<file path="config.mk">
export PLATFORM = sky130hd
export DESIGN_NAME = random_range
export DESIGN_NICKNAME = d
export VERILOG_FILES = /design/src/rtl/random_pkg.sv /design/src/rtl/random_range_step.sv /design/src/rtl/random_range.sv
export SDC_FILE = /design/constraint.sdc
export NUM_CORES = 1
export LEC_CHECK = 0
export BUFFER_PORTS_ARGS = -buffer_cell sky130_fd_sc_hd__buf_4
export CORE_ASPECT_RATIO = 1.75
export CORE_MARGIN = 5
export CORE_UTILIZATION = 49
export DETAILED_ROUTE_END_ITERATION = 12
export GPL_TIMING_DRIVEN = 0
export PLACE_DENSITY = 0.75
export SKIP_LAST_GASP = 1
export SYNTH_ARGS = -nofsm -noshare
export SYNTH_HDL_FRONTEND = slang
export SYNTH_HIERARCHICAL = 1
export SYNTH_SLANG_ARGS = --single-unit
</file>
<file path="constraint.sdc">
create_clock -name clk -period 3.7 [get_ports clk]
set_input_delay 0.37 -clock clk [delete_from_list [all_inputs] [get_ports clk]]
set_output_delay 0.37 -clock clk [all_outputs]
set_load 0.005 [all_outputs]
</file>
<file path="src/rtl/random_pkg.sv">
// -----------------------------------------------------------------------------
// random_pkg
//  Shared definitions for the random-number custom instructions.
//  - state_t   : FSM state encoding used by random_range (ST_IDLE/ST_RUN/ST_DONE)
//  - RND_WIDTH : default operand/result width
// -----------------------------------------------------------------------------
package random_pkg;

   localparam int RND_WIDTH = 32;

   typedef enum logic [1:0] {
      ST_IDLE = 2'd0,
      ST_RUN  = 2'd1,
      ST_DONE = 2'd2
   } state_t;

endpackage : random_pkg

</file>
<file path="src/rtl/random_range_step.sv">
// -----------------------------------------------------------------------------
// random_range_step
//  One restoring-division step: shift the next dividend bit into the partial
//  remainder, then subtract the divisor if it fits.
//  Ports:
//   rem_in   [WIDTH:0]   partial remainder before this step
//   bit_in               next dividend bit (MSB first)
//   divisor  [WIDTH-1:0] modulus
//   rem_out  [WIDTH:0]   partial remainder after this step
// -----------------------------------------------------------------------------
module random_range_step
   import random_pkg::*;
#(
   parameter int WIDTH = RND_WIDTH
) (
   input  logic [WIDTH:0]   rem_in,
   input  logic             bit_in,
   input  logic [WIDTH-1:0] divisor,
   output logic [WIDTH:0]   rem_out
);

   typedef logic [WIDTH:0] rem_t;

   // One spare bit above the remainder so the shifted value never wraps,
   // even when the divisor is close to the maximum operand value.
   logic [WIDTH+1:0] t;

   // NOTE: every output of a combinational block is assigned on all paths, so no latch is inferred.
   always_comb begin
      t = {rem_in, bit_in};
      if (t >= {2'b00, divisor}) begin
         rem_out = rem_t'(t - {2'b00, divisor});
      end else begin
         rem_out = rem_t'(t);
      end
   end

endmodule : random_range_step

</file>
<file path="src/rtl/random_range.sv">
// -----------------------------------------------------------------------------
// random_range
//  Multi-cycle Nios II custom instruction: result = dataA mod dataB, computed
//  with a bit-serial restoring divider (one dividend bit per enabled clock).
//  A zero modulus returns dataA unchanged.
//  Ports:
//   clk      system clock
//   reset    asynchronous, active-high reset
//   clk_en   custom-instruction clock enable; all state frozen when low
//   start    one-cycle request, dataA/dataB valid in the same cycle
//   dataA    dividend (raw random value)
//   dataB    modulus (range bound)
//   done     one-cycle completion pulse
//   result   dataA mod dataB, held until the next completion
// -----------------------------------------------------------------------------
module random_range
   import random_pkg::*;
#(
   parameter int WIDTH = RND_WIDTH
) (
   input  logic             clk,
   input  logic             reset,
   input  logic             clk_en,
   input  logic             start,
   input  logic [WIDTH-1:0] dataA,
   input  logic [WIDTH-1:0] dataB,
   output logic             done,
   output logic [WIDTH-1:0] result
);

   localparam int CW = $clog2(WIDTH);

   typedef logic [CW-1:0]    cnt_t;
   typedef logic [WIDTH-1:0] word_t;

   state_t           state;
   cnt_t             cnt;
   logic [WIDTH-1:0] dividend;
   logic [WIDTH-1:0] divisor;
   logic [WIDTH:0]   rem;
   logic [WIDTH:0]   rem_next;

   random_range_step #(
      .WIDTH (WIDTH)
   ) u_step (
      .rem_in  (rem),
      .bit_in  (dividend[WIDTH-1]),
      .divisor (divisor),
      .rem_out (rem_next)
   );

   // NOTE: sequential state uses non-blocking assignments so every register samples pre-edge values.
   always_ff @(posedge clk or posedge reset) begin
      if (reset) begin
         // NOTE: the operand registers are reset too; they are few and a known value keeps simulation X-free.
         state    <= ST_IDLE;
         cnt      <= '0;
         dividend <= '0;
         divisor  <= '0;
         rem      <= '0;
         done     <= 1'b0;
         result   <= '0;
      end else if (clk_en) begin
         // done is a single-enabled-cycle pulse; DONE re-asserts it below.
         done <= 1'b0;
         case (state)
            ST_IDLE: begin
               // A start that coincides with the previous done pulse is dropped.
               if (start && !done) begin
                  dividend <= dataA;
                  divisor  <= dataB;
                  rem      <= '0;
                  if (dataB == '0) begin
                     state <= ST_DONE;
                  end else begin
                     cnt   <= cnt_t'(WIDTH - 1);
                     state <= ST_RUN;
                  end
               end
            end
            ST_RUN: begin
               rem      <= rem_next;
               dividend <= {dividend[WIDTH-2:0], 1'b0};
               if (cnt == '0) begin
                  state <= ST_DONE;
               end else begin
                  cnt <= cnt - cnt_t'(1);
               end
            end
            ST_DONE: begin
               // Divide-by-zero skipped RUN, so the dividend is still intact.
               result <= (divisor == '0) ? dividend : word_t'(rem);
               done   <= 1'b1;
               state  <= ST_IDLE;
            end
            default: state <= ST_IDLE;
         endcase
      end
   end

endmodule : random_range

</file>
# Word level (Yosys, flattened, before mapping)

Index checks and enable logic that the tools add are counted.

Register bits: 137
Logic and storage cells: 43
Latch bits: 0
Bits in writable memories: 0
Memories kept: 0
ROM bits: 0

Bitwise logic cells: 0
Eq/ne operators: 6
Shift operators: 0
Divide/modulo/power cells: 0
Reduce and logical (&&, ||, !) cells: 12
Add/sub/neg operators: 2
Multipliers: 0
Order comparisons: 1
Mux-type cells: 15

Operators by type and width:

| operator            | number |
|---|---|
| $mux 33             | 2 |
| $pmux 33 s2         | 1 |
| $logic_not 32->1    | 2 |
| $mux 32             | 2 |
| $pmux 32 s2         | 1 |
| $ge 34x32->1        | 1 |
| $sub 33x32->33      | 1 |
| $mux 5              | 3 |
| $pmux 5 s2          | 1 |
| $reduce_and 3->1    | 3 |
| $ne 2x2->1 const B  | 4 |
| $mux 2              | 3 |
| $logic_not 5->1     | 1 |
| $reduce_and 5->1    | 1 |
| $sub 5x1->5 const B | 1 |
| $pmux 2 s2          | 1 |
| $eq 2x1->1 const B  | 1 |
| $eq 2x2->1 const B  | 1 |
| $logic_not 2->1     | 1 |
| $reduce_and 2->1    | 1 |
| $reduce_bool 2->1   | 1 |
| $logic_and 1x1->1   | 1 |
| $logic_not 1->1     | 1 |
| $mux 1              | 1 |

# Longest topological paths before layout

Word-level depth: 4
Gate-level depth with buffers: 14
Depth with buffers taken out: 13

# Cells and area by module

Netlist, hierarchy kept.

By module, submodules not included:

| module            | area each (µm²) | seq. area each (µm²) | cells an instance | times used |
|---|---|---|---|---|
| random_range      | 6074.6          | 3428.3               | 540               | 1 |
| random_range_step | 2270.9          | 0.0                  | 356               | 1 |

# Worst setup path after synthesis

Ideal clock, no wire load.

Kind: register -> register
From: register dividend[31]
To: register rem[13]
Arrival time: 2.845 ns
Cell stages (with the launch flop): 14
Period minus slack after synthesis: 2.966 ns
Path slack: 0.734 ns
Library setup time: 0.121 ns
Cell sequence: dfrtp_1 > inv_1 > ha_1 > inv_1 > fa_1 > a21o_1 > a221oi_2 > nor3_2 > o211ai_2 > a31oi_4 > a21oi_4 > buf_6 > mux2_1 > a22o_1

Cells in the longest elaborated chain, start to end: 3
Elaborated cells on any way between the ends: 4

Ends and longest elaborated chain:

| what                                                  | line                                             | text |
|---|---|---|
| start, declared                                       | random_range.sv:38                               | `logic [WIDTH-1:0] dividend;` |
| start signal, assigned                                | random_range.sv:70                               | `dividend <= dataA;` |
| start signal, assigned                                | random_range.sv:83                               | `dividend <= {dividend[WIDTH-2:0], 1'b0};` |
| $sub 33x32->33 / $ge 34x32->1 (equally long branches) | random_range_step.sv:32, random_range_step.sv:31 |  |
| $mux 33 *                                             | random_range_step.sv:31                          | `if (t >= {2'b00, divisor}) begin` |
| named net rem_next[13]                                | random_range.sv:41                               | `logic [WIDTH:0] rem_next;` |
| $pmux 33 s2 *                                         | random_range.sv:66                               | `case (state)` |
| end signal, assigned                                  | random_range.sv:82                               | `rem <= rem_next;` |
| end, declared                                         | random_range.sv:40                               | `logic [WIDTH:0] rem;` |

Mark *: on every way through the listed nets, which the timed path passes. The rest lies on a longest branch.
A chain may end at the register's enable or synchronous reset.

# Final worst setup path

Ends and elaborated chain as after synthesis.

==> impl_metrics.csv <==
group,metric,value,unit
run_status,status,"finished clean",
synthesis,synth_largest_area_cell,"dfrtp_1",
synthesis,synth_nets,998,
setup_path,critPathLaunch,"dividend[31]",
floorplanning,ioPinCount,101,
clock_network,cts_hold_buf,0,
clock_network,path_clk_slew,0.06,ns
pwr,ir_drop,0.000524,V
floorplanning,die_h,183,um
routing,antenna_left,0,
floorplanning,initial_core_util,49.5,%
final_layout,final_layout_size_suffix_gt1_share,20.9,%
final_layout,final_cell_count_no_fill,1258,
synthesis,ys_seq_area_share,41.1,%
synthesis,netlist.area_leader.share,41.1,%
setup_path,slowest_stage,"dfrtp_1",
routing,dr_total_vias,7393,
setup_path,crit_chain,"inv_1 -> ha_1 -> inv_1 -> fa_1 -> a21o_1 -> a221oi_2 -> nor3_2 -> o211ai_2 -> a31oi_4 -> a21oi_4 -> buf_6 -> mux2_1 -> a22o_1",
setup_path,r2r_start,"dividend[31]",
setup_path,crit_path_end_kind,"register",
synthesis,synthArstFlopShare,100,%
timing,rsz0062_at_grt,"no",
floorplanning,die-area,0.0198,mm2
timing,setup_tns,0,ns
timing,whs,0.0732,ns
final_layout,nets,1120,
routing,met1_length,8630,um
setup_path,timing.rr.end,"rem[13]",
clock_network,cts_made_buffers,17,
clock_network,post_cts_resize_count,0,
routing,wl_met3,930,um
placement,place_hpwl,19000,um
placement,dp.cells,1226,
timing,fin_worst_skew,0.0100,ns
floorplanning,rows,63,
setup_path,required,4.02,ns
synthesis,syn_area_per_cell,9.31,um2
global_route,grt_pass1_wl,38300,um
placement,place.gp.congestion,0.914,
timing,timing.final.crit_period,3.44,ns
floorplanning,core-area,0.0169,mm2
floorplanning,die_x,109,um
routing,first_iter_violations,420,
routing,dr_wl_met2,12900,um
synthesis,ys_seq_elements,137,
clock_network,htreeDepth,4,
routing,drc,0,
setup_path,crit_end,"rem[13]",
pwr,p_leak,4.63,nW
synthesis,syn-cell-area,0.00835,mm2
clock_network,cts_setup_buffers,0,
pwr,clkPwrFrac,17.9,%
pwr,seqPwrFrac,26.9,%
timing,setup_viol,0,
routing,wire_per_inst,18.8,um
clock_network,clockBufferDepth,2,
setup_path,r2r_setup_slack,0.26,ns
routing,wl,23600,um
setup_path,startpoint_type,"register",
synthesis,netlist-cell-type-count,64,
pwr,power_switching,4.24,mW
placement,place_ws,0.281,ns
synthesis,synthTopCellsByCount,"dfrtp_1, nand2_1, o21ai_0, nand3_1, inv_1",
global_route,grt_pass1_vias,7640,
routing,viasPerCell,5.88,
hold_path,hp-class,"input port to asynchronous set/reset pin",
timing,finalCritPeriodShare,92.9,%
global_route,grt_max_degree,43,
final_layout,fin_util,59.6,%
synthesis,synth_flop_cell,"dfrtp_1",
run,maxCapViolCount,0,
timing,slew_headroom,41.8,%
global_route,grt.overflow.total,0,
setup_path,r2r_cells,13,
setup_path,cp_max_fo,10,
final_layout,fillers,1511,
timing,layout_setup_ws,0.263,ns
clock_network,cts_root_buffer,"clkbuf_16",
final_layout,diodes,0,
setup_path,cpMostUsedCell,"inv_1",
setup_path,crit_arrival,3.75,ns
clock_network,insertion_delay,0.43,ns
global_route,antenna_found_initial,0,
pwr,p_int,5.51,mW
timing,max_freq,291,MHz
setup_path,worstSetupPathType,"register to register",
synthesis,yosysMostFrequentCell,"dfrtp_1",
timing,worst_slew_pin_slew,0.865,ns
global_route,track_usage,24.7,%
synthesis,synthCells,896,
setup_path,crit_path_max_incr_delay,0.43,ns
pwr,pwr_density_cell,970,mW/mm2
routing,top_layer,"met4",
final_layout,syn_to_final_growth,20.4,%
pwr,combPwrFrac,55.2,%
clock_network,cts_sinks,137,
placement,port_buffers,100,
timing,slew_violations,0,
routing,drt_pass1_iterations,7,
pwr,switching_share,43.5,%
synthesis,synthTopCellsByArea,"dfrtp_1, nand2_1, ha_1, o21ai_0, mux2_2",
synthesis,synth_warnings,6,
timing,finalHoldViolations,0,
clock_network,tritoncts,"built",
synthesis,synth_enable_flop_cells,0,
[state kept, by name (all words and copies together), names as in the netlist]
register,count
cnt,5
rem,33
result,32
dividend,32
done,1
state,2
divisor,32
[worst min path at each step]
stage	from	endpoint	slack [ns]
finish	reset	dividend[24]	0.07
global route	reset	dividend[24]	0.13
CTS	reset	dividend[24]	0.09
detailed placement	result[3]	result[3]	0.47
global placement	result[5]	result[5]	0.47
floorplan	dividend[10]	dividend[10]	0.47
[power by group through the flow]
stage	clock (mW)	sequential, mW	combinational [mW]
3_3_place_gp	0	2.63	5.20
2_1_floorplan	0	2.43	4.18
6_report	1.74	2.63	5.38
3_5_place_dp	0	2.64	5.30
5_1_grt	1.82	2.71	5.96
4_1_cts	1.75	2.62	5.33
[stage by stage]
stage | power (mW) | instance area, um2
finish | 9.75 | 10000
global route | 10.5 | 10000
CTS | 9.71 | 10000
detailed placement | 7.94 | 9440
global placement | 7.82 | 9380
floorplan | 6.61 | 8350
[cell type report]
type	count	area, um2	share of cell area [%]
well taps	227	284	2.83
flip-flops and latches	137	3430	34.1
clock buffers	18	429	4.27
clock inverters	14	174	1.73
multi-input cells	658	4450	44.3
repair buffers	103	811	8.07
plain buffers	59	313	3.11
inverters	42	161	1.61
[kinds of logic (layout without fill, tap and decap cells)]
| logic type | count (synthesis) | after routing | synth area share [%] |
|---|---|---|---|
| buffers and inverters | 101 | 236 | 5.64 |
| adders and majority gates | 34 | 34 | 5.19 |
| AOI/OAI and AO/OA | 237 | 237 | 19.2 |
| DFF | 137 | 137 | 41.1 |
| and+or+nand+nor | 290 | 290 | 17.1 |
| muxes | 68 | 68 | 8.70 |
| xor gates and xnor gates | 29 | 29 | 3.04 |
[critical path: cells and delay by family, from the launching register on]
kind | cells | cell delay [ns]
fa+ha+maj | 2 | 0.56
compound gates | 6 | 1.55
buf+inv | 3 | 0.34
simple gates | 1 | 0.10
mux | 1 | 0.34
flops | 1 | 0.43
[layout by cell type, fill, tap and decap left out, drive strengths merged, types with 3 or more instances in the layout]
cell,count
ha,33
nand4,41
nor3,10
o21a,3
nand2b,5
nand2,121
a21o,19
xor2,9
a31oi,4
a221o,3
mux2i,32
mux2,36
o31a,3
nand3,43
o21bai,6
o211ai,35
o31ai,4
bufinv,3
a22o,34
and2,3
clkinv,5
a211oi,3
nor2b,5
o21ai,80
buf,141
clkbuf,39
inv,43
dfrtp,137
and3,5
a21oi,30
xnor2,20
nor4,22
or2,3
a221oi,3
nor2,22
nor4b,3
clkinvlp,5
[per-layer routing]
| metal | GRT usage (%) | up-vias |
|---|---|---|
| met4 | 13.4 | 0 |
| met5 | 0 | - |
| li1 | - | 3540 |
| met3 | 3.61 | 74 |
| met1 | 25.8 | 3538 |
| met2 | 46.0 | 241 |
Note: power is estimated with default switching activity, not from simulation.
